<file path="src/rtl/pipe_hazard_ctrl.sv">
// Hazard and stall controller for the 5-stage pipeline: enables, flush/bubble,
// memory-wait tracking with a sticky timeout, and a saturating stall counter.
module pipe_hazard_ctrl #(
  parameter int REG_W    = 5,
  parameter int ZERO_REG = 31,
  parameter int TIMEOUT  = 64,
  parameter int CNT_W    = 16
) (
  input  logic             clk,
  input  logic             reset,
  input  logic [REG_W-1:0] id_rs,
  input  logic [REG_W-1:0] id_rt,
  input  logic             id_uses_rt,
  input  logic             ex_memread,
  input  logic [REG_W-1:0] ex_rd,
  input  logic             branch_taken,
  input  logic             mem_req,
  input  logic             mem_ready,
  output logic             pc_en,
  output logic             ifid_en,
  output logic             idex_en,
  output logic             exmem_en,
  output logic             memwb_en,
  output logic             ifid_flush,
  output logic             idex_bubble,
  output logic             mem_timeout,
  output logic [CNT_W-1:0] stall_cnt,
  output logic [1:0]       dbgState
);

  localparam int WAIT_W = $clog2(TIMEOUT) + 1;

  // Debug encoding is stable: 0 = RUN, 1 = WAIT, 2 = ERR.
  typedef enum logic [1:0] {
    RUN  = 2'd0,
    WAIT = 2'd1,
    ERR  = 2'd2
  } stateT;

  stateT             state;
  stateT             stateNext;
  logic [WAIT_W-1:0] waitCnt;
  logic [WAIT_W-1:0] waitCntNext;
  logic              freeze;
  logic              loadUse;
  logic              stallEvent;

  // Handshake: an access completes on the edge where mem_req & mem_ready are
  // both high; any cycle with mem_req high and mem_ready low holds the pipe.
  assign freeze  = mem_req & ~mem_ready;
  assign loadUse = ex_memread & (ex_rd != REG_W'(ZERO_REG)) &
                   ((ex_rd == id_rs) | (id_uses_rt & (ex_rd == id_rt)));

  assign stallEvent = (state != ERR) & (freeze | loadUse);
  assign dbgState   = state;

  always_comb begin
    stateNext   = state;
    waitCntNext = waitCnt;
    case (state)
      RUN: begin
        if (freeze) begin
          stateNext   = WAIT;
          waitCntNext = WAIT_W'(1);
        end
      end
      WAIT: begin
        if (!freeze) begin
          stateNext   = RUN;
          waitCntNext = '0;
        end else if (waitCnt == WAIT_W'(TIMEOUT - 1)) begin
          stateNext = ERR;
        end else begin
          waitCntNext = waitCnt + WAIT_W'(1);
        end
      end
      ERR:     stateNext = ERR;
      default: stateNext = RUN;
    endcase
  end

  always_comb begin
    pc_en       = 1'b1;
    ifid_en     = 1'b1;
    idex_en     = 1'b1;
    exmem_en    = 1'b1;
    memwb_en    = 1'b1;
    ifid_flush  = 1'b0;
    idex_bubble = 1'b0;
    if (reset) begin
      // Pipeline registers load their own reset values while reset is high.
    end else if (state == ERR || freeze) begin
      pc_en    = 1'b0;
      ifid_en  = 1'b0;
      idex_en  = 1'b0;
      exmem_en = 1'b0;
      memwb_en = 1'b0;
    end else if (loadUse) begin
      // A taken branch in the same cycle is dropped; it re-resolves next cycle.
      pc_en       = 1'b0;
      ifid_en     = 1'b0;
      idex_bubble = 1'b1;
    end else if (branch_taken) begin
      ifid_flush = 1'b1;
    end
  end

  always_ff @(posedge clk) begin
    if (reset) begin
      state       <= RUN;
      waitCnt     <= '0;
      stall_cnt   <= '0;
      mem_timeout <= 1'b0;
    end else begin
      state   <= stateNext;
      waitCnt <= waitCntNext;
      if (stallEvent && stall_cnt != '1) begin
        stall_cnt <= stall_cnt + CNT_W'(1);
      end
      if (stateNext == ERR) begin
        mem_timeout <= 1'b1;
      end
    end
  end

endmodule

</file>
<file path="config.mk">
export PLATFORM = sky130hd
export DESIGN_NAME = pipe_hazard_ctrl
export DESIGN_NICKNAME = d
export VERILOG_FILES = /design/src/rtl/pipe_hazard_ctrl.sv
export SDC_FILE = /design/constraint.sdc
export NUM_CORES = 1
export LEC_CHECK = 0
export BUFFER_PORTS_ARGS = -buffer_cell sky130_fd_sc_hd__buf_2
export CORE_UTILIZATION = 56
export CTS_BUF_LIST = sky130_fd_sc_hd__clkbuf_2
export DETAILED_ROUTE_END_ITERATION = 8
export PLACE_DENSITY = 0.91
export SLEW_MARGIN = 0
export SYNTH_ARGS = -nofsm -noshare
export SYNTH_HDL_FRONTEND = slang
export SYNTH_SLANG_ARGS = --single-unit
</file>
<file path="constraint.sdc">
create_clock -name clk -period 3.1 [get_ports clk]
set_clock_uncertainty 0.05 [all_clocks]
set_input_delay 0.465 -clock clk [delete_from_list [all_inputs] [get_ports clk]]
set_output_delay 0.465 -clock clk [all_outputs]
set_load 0.02 [all_outputs]
</file>
==> results.json, run 1 <==
{
  "n_fill_cell": 216,
  "grtUsageTotal": 0.235,
  "grt-ovfl-total": 0,
  "drive_gt1_frac": 0.281,
  "vias_per_cell": 5.74,
  "cts_resized": 0,
  "drt_iter0_drc": 30,
  "postCtsSetupBuffers": 0,
  "wirelength_um": 3210,
  "synth_edf_count": 0,
  "tightest_slew_ns": 0.800,
  "total_leakage_power_nw": 0.709,
  "power_mw": 0.562,
  "ant_nets": 0,
  "reg2reg_slack_ns": 0.83,
  "endpoint_kind": "flop",
  "async_flop_share": 0,
  "drv_cap": 0,
  "die_h_um": 53.5,
  "irDropWorstVdd_uv": 264,
  "port_buffers": 47,
  "dieArea_sq_mm": 0.00286,
  "finalInstanceArea_sq_mm": 0.00174,
  "synth_seq_cells": 26,
  "cts-root-buf": "clkbuf_2",
  "area_growth_pct": 17.3,
  "outcome": "complete, no violations",
  "cts_sinks": 26,
  "wire_per_inst_um": 12.8,
  "placed_cell_area_sq_mm": 0.00173,
  "antenna_found_initial": 0,
  "ys_types": 39,
  "route.detailed.drc": 0,
  "hpwl_um": 2490,
  "holdBufCountCts": 0,
  "setup_viol": 0,
  "clkLatencyLatePin_ns": 0.35,
  "hold_viol": 0,
  "slew_headroom": 0.463,
  "cts_tree": "done",
  "worstPathRequired_ns": 3.36,
  "ys_warn_count": 0,
  "synth_area_leaders": "dfxtp_1 (35%), xnor2_1 (8.8%), xor2_1 (5.9%), nor2_1 (5.8%), nand4_1 (4.2%)",
  "drv_slew": 0,
  "ios": 48,
  "num_vias": 1441,
  "timing.final.crit_share": 0.731,
  "ys_seq_area_frac": 0.350,
  "syn_inst": 176,
  "avgSynthCellArea_sq_um": 8.45,
  "power_per_cell_area_mw_per_mm2": 322,
  "grt_pass1_wl_um": 4970,
  "setup.worst_path.class": "reg -> reg",
  "post-route-min-period_ns": 2.27,
  "diodes": 0,
  "clock_path_buffers": 2,
  "synth_area_sq_mm": 0.00149,
  "drtPass1Iterations": 4,
  "synth_fp_nets": 200,
  "synth_flop_cell": "dfxtp_1",
  "fmax_mhz": 441,
  "critPathMaxFanout": 6,
  "worst_setup_path_start_kind": "flop",
  "layout.nets": 246,
  "rsz0062_at_grt": "false",
  "yosysTopAreaCell": "dfxtp_1",
  "gp_congestion": 0.798,
  "core_sq_mm": 0.00250,
  "htree_levels": 1,
  "die_w_um": 53.5,
  "clk_pin_slew_ns": 0.24,
  "cts_buffers": 3,
  "min_path_type": "reg -> reg",
  "tns_ns": 0,
  "rows": 18,
  "initial_core_util": 0.595,
  "yosys.area.top_type_share": 0.350,
  "grt_pass1_vias": 1169,
  "cp.arrival_ns": 2.52,
  "grt_max_degree": 27
}
## logic make-up after synthesis
kind of cell             synth area share
adder cells (fa/ha/maj)            0.0168
buffers and inverters              0.0328
multiplexers                       0.0210
AO/OA/AOI/OAI                       0.127
XOR/XNOR                            0.147
AND/OR/NAND/NOR                     0.305
flip-flops                          0.350
## cells in the final DEF (no fill, tap or decap), types with 3 or more instances in the layout
cell type / Yosys / layout
nand3_1: 10 / 10
or3_1: 3 / 3
nand4_1: 10 / 10
and3_1: 3 / 3
buf_2: 0 / 47
xnor2_1: 15 / 15
inv_1: 4 / 4
nor2_1: 23 / 23
o21ai_0: 6 / 6
dfxtp_1: 26 / 26
clkbuf_2: 0 / 3
xor2_1: 10 / 10
a21oi_1: 9 / 9
nor3_1: 5 / 5
nand2_1: 12 / 12
nand2b_1: 3 / 3
nor4b_1: 3 / 3
## metrics by stage
step	std cells	hold WS [ns]	utilization	worst slack (ns)
after floorplan	176	0.429	-	0.961
after global placement	247	0.393	0.690	0.932
after detailed placement	247	0.416	0.690	0.863
after CTS	251	0.442	0.698	0.833
after global routing	251	0.476	0.698	0.712
final	251	0.449	0.698	0.834
## Yosys cell counts (4+ instances only)
library cell,number
dfxtp_1,26
nor2_1,23
xnor2_1,15
nand2_1,12
nand3_1,10
nand4_1,10
xor2_1,10
a21oi_1,9
o21ai_0,6
nor3_1,5
inv_1,4
## sequential cells by signal, indices dropped and copies added, names as in the netlist
signal       count
dbgState         2
mem_timeout      1
stall_cnt       16
waitCnt          7
## where the power goes
group | switching [mW] | internal [mW] | total [mW] | leakage [nW]
combinational | 0.0514 | 0.0392 | 0.0906 | 0.485
clock | 0.0992 | 0.0280 | 0.127 | 0.0140
sequential | 0.00498 | 0.339 | 0.344 | 0.210
total | 0.156 | 0.406 | 0.562 | 0.709
## final cells by class
class,instances,area (sq um),area share
well taps,30,37.5,0.0215
multi-input cells,140,917,0.526
inverters,4,15.0,0.00861
clock inverters,1,3.75,0.00215
repair buffers,47,235,0.135
clock buffers,3,15.0,0.00861
flip-flops and latches,26,520,0.298
## final timing paths
path	startpoint	endpoint	cells past startpoint
max	stall_cnt[0]	stall_cnt[13]	7
min	mem_timeout	mem_timeout	2
max reg2reg	stall_cnt[0]	stall_cnt[13]	7
min reg2reg	mem_timeout	mem_timeout	2
## worst max-delay path, cell delays in order (launching register included)
cell      delay, ns
dfxtp_1        0.41
ha_1           0.24
and3_4         0.19
and3_4         0.20
a211oi_4       0.35
nand2_4        0.12
or4_1          0.52
a21oi_1        0.15
## per-layer routing
layer	track usage	wire, um
met3	0.0460	274
met2	0.396	1480
met4	0.0658	29
met5	0	0
met1	0.303	1420
Note: power is estimated with default switching activity, not from simulation.
==> run 2, diff against run 1 <==
- ABC_AREA: default -> 1
- CORE_UTILIZATION: 56 -> 55
- PLACE_DENSITY: 0.91 -> 0.87
- clock period: 3.1 -> 2.2 ns (I/O delays scaled with it)
==> run 2 against run 1 <==
Compared with the run above:
- wire length increased by 18%
- sequential cell count unchanged
- power increased by 47%
- critical endpoint is now stall_cnt[10]
- worst hold slack got worse by 0.22 ns
- global-route usage decreased by 0.98 points
- first-iteration DRC count increased to 2.9 times the previous value
- critical path type unchanged
- synthesized area increased by 23%
- non-clock buffer count increased by 3
- clock-buffer cell count unchanged
- sequential power increased by 42%
- die area increased by 25%
- sequential share of layout area decreased by 5.0 points
==> results.json, run 2 <==
{
  "outcome": "complete, no violations",
  "antenna_found_initial": 0,
  "route.detailed.drc": 0,
  "tightest_slew_ns": 0.299,
  "route.met2.wl_um": 1760,
  "slew_headroom": 0.799,
  "largest_register_ffs": 16,
  "drtPass1Iterations": 4,
  "syn_inst": 312,
  "ios": 48,
  "synth_area_leaders": "dfxtp_1 (28%), nand2_1 (19%), inv_1 (11%), nor2_1 (9.6%), nand3_1 (6.5%)",
  "crit_start": "stall_cnt[0]",
  "grt-ovfl-total": 0,
  "utilization": 0.676,
  "critPathMaxFanout": 7,
  "hold_viol": 0,
  "port_buffers": 47,
  "ys_seq_area_frac": 0.284,
  "die_w_um": 59.8,
  "ant_nets": 0,
  "rsz0062_at_grt": "false",
  "min_path_type": "in -> reg",
  "power_per_cell_area_mw_per_mm2": 395,
  "drt_iter0_drc": 86,
  "vias_per_cell": 4.85,
  "dieArea_sq_mm": 0.00357,
  "ys_types": 27,
  "cts_sinks": 26,
  "synth_flop_cell": "dfxtp_1",
  "drive_gt1_frac": 0.205,
  "synth_edf_count": 0,
  "mostFrequentLayoutCells": "nand2_1 (94), inv_1 (55), nor2_1 (47), buf_2 (47), dfxtp_1 (26)",
  "endpoint_kind": "flop",
  "grt_max_degree": 28,
  "wire_per_inst_um": 9.51,
  "cts_tree": "done",
  "hpwl_um": 2990,
  "setup_viol": 0,
  "num_vias": 1938,
  "met3_length_um": 205,
  "yosysTopAreaCell": "dfxtp_1",
  "initial_core_util": 0.592,
  "area_growth_pct": 14.2,
  "wirelength_um": 3800,
  "min_from": "reset",
  "fmax_mhz": 541,
  "cts-root-buf": "clkbuf_2",
  "irDropWorstVdd_uv": 271,
  "clock_path_buffers": 2,
  "postCtsSetupBuffers": 0,
  "cts_buffers": 3,
  "yosys.area.top_type_share": 0.284,
  "n_fill_cell": 308,
  "top_register": "stall_cnt",
  "rows": 20,
  "regArea_sq_um": 520,
  "holdBufCountCts": 0,
  "placed_cell_area_sq_mm": 0.00208,
  "core_sq_mm": 0.00310,
  "tns_ns": 0,
  "setup.worst_path.class": "reg -> reg",
  "drv_cap": 0,
  "worstReg2RegStart": "stall_cnt[0]",
  "htree_levels": 1,
  "worstPathRequired_ns": 2.45,
  "mostFrequentLayoutCell": "nand2_1",
  "grt_pass1_vias": 1586,
  "grtUsageTotal": 0.226,
  "finalInstanceArea_sq_mm": 0.00210,
  "cts_resized": 0,
  "wl_met1_um": 1800,
  "clk_pin_slew_ns": 0.25,
  "multi_input_area_sq_mm": 0.00102,
  "cp.arrival_ns": 2.10,
  "clkLatencyLatePin_ns": 0.37,
  "synthTopCellsByCount": "nand2_1 (94), inv_1 (55), nor2_1 (47), dfxtp_1 (26), nand3_1 (24)",
  "ys_warn_count": 0,
  "drv_slew": 0,
  "post-route-min-period_ns": 1.85,
  "worst_setup_path_start_kind": "flop",
  "total_leakage_power_nw": 1.16,
  "synth.most_common_cell": "nand2_1",
  "diodes": 0,
  "gp_congestion": 0.870,
  "async_flop_share": 0,
  "synth_fp_nets": 336,
  "layout.nets": 381,
  "synth_area_sq_mm": 0.00184,
  "die_h_um": 59.8,
  "dr.max_layer_used": "met4",
  "synth_seq_cells": 26,
  "avgSynthCellArea_sq_um": 5.88,
  "timing.final.crit_share": 0.840,
  "holdWs_ns": 0.228,
  "grt_pass1_wl_um": 6230
}
run 2: changes by cell type after synthesis, moves of 4 or more:
cell	change
xor2_1	-10
nand2_1	+82
nor2_1	+24
o21ai_0	-4
inv_2	+4
nand3_1	+14
nand2_2	+6
xnor2_1	-13
inv_1	+51
a21oi_1	-4
nor2_2	+4
nand4_1	+5
run 2: path summary, 6_finish.rpt:
kind,slack [ns],end,cells past startpoint
min,0.23,stall_cnt[9],2
max,0.35,stall_cnt[10],10
min reg2reg,0.43,mem_timeout,1
max reg2reg,0.35,stall_cnt[10],10
run 2: critical path, stage by stage, from the launching register on:
cell     delay, ns
dfxtp_1       0.43
ha_1          0.22
nand2_2       0.07
nor2_2        0.18
nand4_1       0.28
inv_1         0.21
nor2_1        0.08
nand3_1       0.08
nand2_1       0.06
nand2_1       0.06
nor2_1        0.04
run 2: cell type report:
| type | count | area share |
|---|---|---|
| multi-input combinational | 217 | 0.488 |
| sequential | 26 | 0.248 |
| timing repair buffer | 50 | 0.123 |
| inverter | 59 | 0.106 |
| tap | 44 | 0.0263 |
| clock buffer | 3 | 0.00716 |
| clock inverter | 1 | 0.00179 |
run 2: layer usage:
metal	vias to the layer above	GRT usage
met1	842	0.273
met2	48	0.406
li1	1043	-
met4	0	0.0598
met3	5	0.0411
met5	-	0
run 2: stage by stage:
stage	setup WS, ns	total power [mW]	std cells
detailed placement	0.371	0.652	396
global route	0.179	0.874	400
finish	0.351	0.828	400
global placement	0.413	0.647	396
floorplan	0.0422	0.607	312
CTS	0.361	0.831	400
run 2: kinds of logic after synthesis:
kind of cell / count (synthesis) / share of synthesized area
simple gates: 200 / 0.485
buf+inv: 69 / 0.159
flops: 26 / 0.284
compound gates: 13 / 0.0498
xor+xnor: 2 / 0.00955
fa+ha+maj: 2 / 0.0136
run 2: power breakdown:
part	leakage, nW	internal (mW)	switching (mW)
sequential	0.210	0.481	0.00884
combinational	0.937	0.0573	0.0947
clock	0.0140	0.0395	0.147
total	1.16	0.578	0.250
==> run 3, diff against run 2 <==
- clock period: 2.2 -> 1.9 ns (I/O delays scaled with it)
==> run 3 against run 2 <==
Compared with the run above:
- the run now ends with negative setup slack left
- sequential share of layout area down 0.69 points
- register-to-register slack worse by 0.43 ns
- power up 19%
- critical endpoint is now waitCnt[0]
==> results.json, run 3 (synthesis gave the netlist of run 2 again) <==
{
  "drv_slew": 0,
  "crit_buf_inv": 1,
  "num_vias": 1974,
  "initial_core_util": 0.592,
  "layout.nets": 389,
  "crit_path_cell_trace": "ha_4 -> nand2_2 -> inv_2 -> nand2_2 -> nor2_2 -> nand2_1 -> nor2_2 -> nand2_2 -> a21boi_0 -> nand2_1 -> a21oi_1",
  "setup_slack_ns": -0.0737,
  "gp_congestion": 0.818,
  "intPower_mw": 0.684,
  "hold_viol": 0,
  "worst_setup_path_start_kind": "flop",
  "post-route-min-period_ns": 1.97,
  "ant_nets": 0,
  "total_leakage_power_nw": 1.20,
  "cts_buffers": 3,
  "clkLatencyLatePin_ns": 0.36,
  "htree_levels": 1,
  "tns_ns": -0.0737,
  "wire_per_inst_um": 10.1,
  "pwr-share-clk": 0.222,
  "cts_sinks": 26,
  "clock_path_buffers": 2,
  "power_per_cell_area_mw_per_mm2": 447,
  "top_register": "stall_cnt",
  "mostFrequentLayoutCells": "nand2_1 (93), inv_1 (55), buf_2 (47)",
  "grt_pass1_wl_um": 6100,
  "slew_headroom": 0.777,
  "p_switching_mw": 0.303,
  "wirelength_um": 4140,
  "area_growth_pct": 20.3,
  "critPathMaxFanout": 3,
  "route.detailed.drc": 0,
  "grt_pass1_vias": 1493,
  "die_h_um": 59.8,
  "reg2reg_slack_ns": -0.07,
  "switching_share": 0.307,
  "grtUsageTotal": 0.219,
  "drt_iter0_drc": 121,
  "vias_per_cell": 4.84,
  "grt_max_degree": 16,
  "ios": 48,
  "n_fill_cell": 282,
  "diodes": 0,
  "setup.worst_path.class": "reg -> reg",
  "largest_register_ffs": 16,
  "fmax_mhz": 507,
  "timing.final.crit_share": 1.04,
  "setup_viol": 1,
  "cts-root-buf": "clkbuf_2",
  "cts_tree": "done",
  "drtPass1Iterations": 4,
  "outcome": "finished, violations left",
  "clk_pin_slew_ns": 0.25,
  "cpMostUsedCell": "nand2_2",
  "hpwl_um": 2810,
  "antenna_found_initial": 0,
  "place_ws_ns": 0.161,
  "endpoint_kind": "flop",
  "irDropWorstVdd_uv": 417,
  "mostFrequentLayoutCell": "nand2_1",
  "port_buffers": 47,
  "combPwrFrac": 0.201,
  "path_delay_family": "simple AND/OR/NAND/NOR gates",
  "cp.arrival_ns": 2.22,
  "dieArea_sq_mm": 0.00357,
  "tightest_slew_ns": 0.331,
  "worstPathRequired_ns": 2.14,
  "core_sq_mm": 0.00310,
  "pwr-share-seq": 0.577,
  "drive_gt1_frac": 0.247,
  "failed_checks": "negative setup slack",
  "grt-ovfl-total": 0,
  "die_w_um": 59.8,
  "slowest_stage": "dfxtp_4",
  "drv_cap": 0,
  "rows": 20,
  "min_path_type": "in -> reg",
  "max_stage_delay_ns": 0.43
}
-- run 3: cell count changes in the layout (fill, tap and decap cells not counted), sizes merged --
cell  previous run  this run
buf             50        58
-- run 3: worst paths after layout --
check         startpoint           end  cells past startpoint
max           waitCnt[1]    waitCnt[0]                     11
min                reset  stall_cnt[9]                      2
max reg2reg   waitCnt[1]    waitCnt[0]                     11
min reg2reg  mem_timeout   mem_timeout                      1
-- run 3: through the flow --
stage	instance area, sq um	hold slack [ns]	utilization	total power [mW]	std cells
3_5_place_dp	2080	0.394	0.670	0.752	396
6_report	2210	0.193	0.712	0.987	408
4_1_cts	2110	0.196	0.679	0.962	401
5_1_grt	2210	0.176	0.712	1.04	408
2_1_floorplan	1840	0.316	-	0.703	312
3_3_place_gp	2080	0.380	0.670	0.749	396
-- run 3: cell type report --
| cell class | count | area, sq um | area share |
|---|---|---|---|
| Clock buffer | 3 | 15.0 | 0.00680 |
| Inverter | 59 | 221 | 0.100 |
| Sequential cell | 26 | 533 | 0.241 |
| Tap cell | 44 | 55.1 | 0.0249 |
| Multi-Input combinational cell | 217 | 1050 | 0.475 |
| Timing Repair Buffer | 58 | 330 | 0.150 |
| Clock inverter | 1 | 3.75 | 0.00170 |
-- run 3: power groups by stage --
stage	registers [mW]	clock network [mW]	logic, mW
finish	0.570	0.219	0.198
global route	0.572	0.251	0.222
CTS	0.568	0.219	0.176
detailed placement	0.577	0	0.175
global placement	0.577	0	0.172
floorplan	0.584	0	0.120
-- run 3: metal layers --
| metal | up-vias | track usage | share of wire |
|---|---|---|---|
| li1 | 1057 | - | - |
| met1 | 843 | 0.307 | 0.47 |
| met2 | 66 | 0.348 | 0.46 |
| met3 | 8 | 0.0346 | 0.061 |
| met4 | 0 | 0.0598 | 0.015 |
| met5 | - | 0 | 0 |
-- run 3: timing repair --
item,4_1_cts,5_1_grt
endpoints found under the setup margin,5,21
hold buffers,0,0
gates cloned,0,0
setup buffers,1,7
pin swaps,0,8
gates resized for setup,1,12
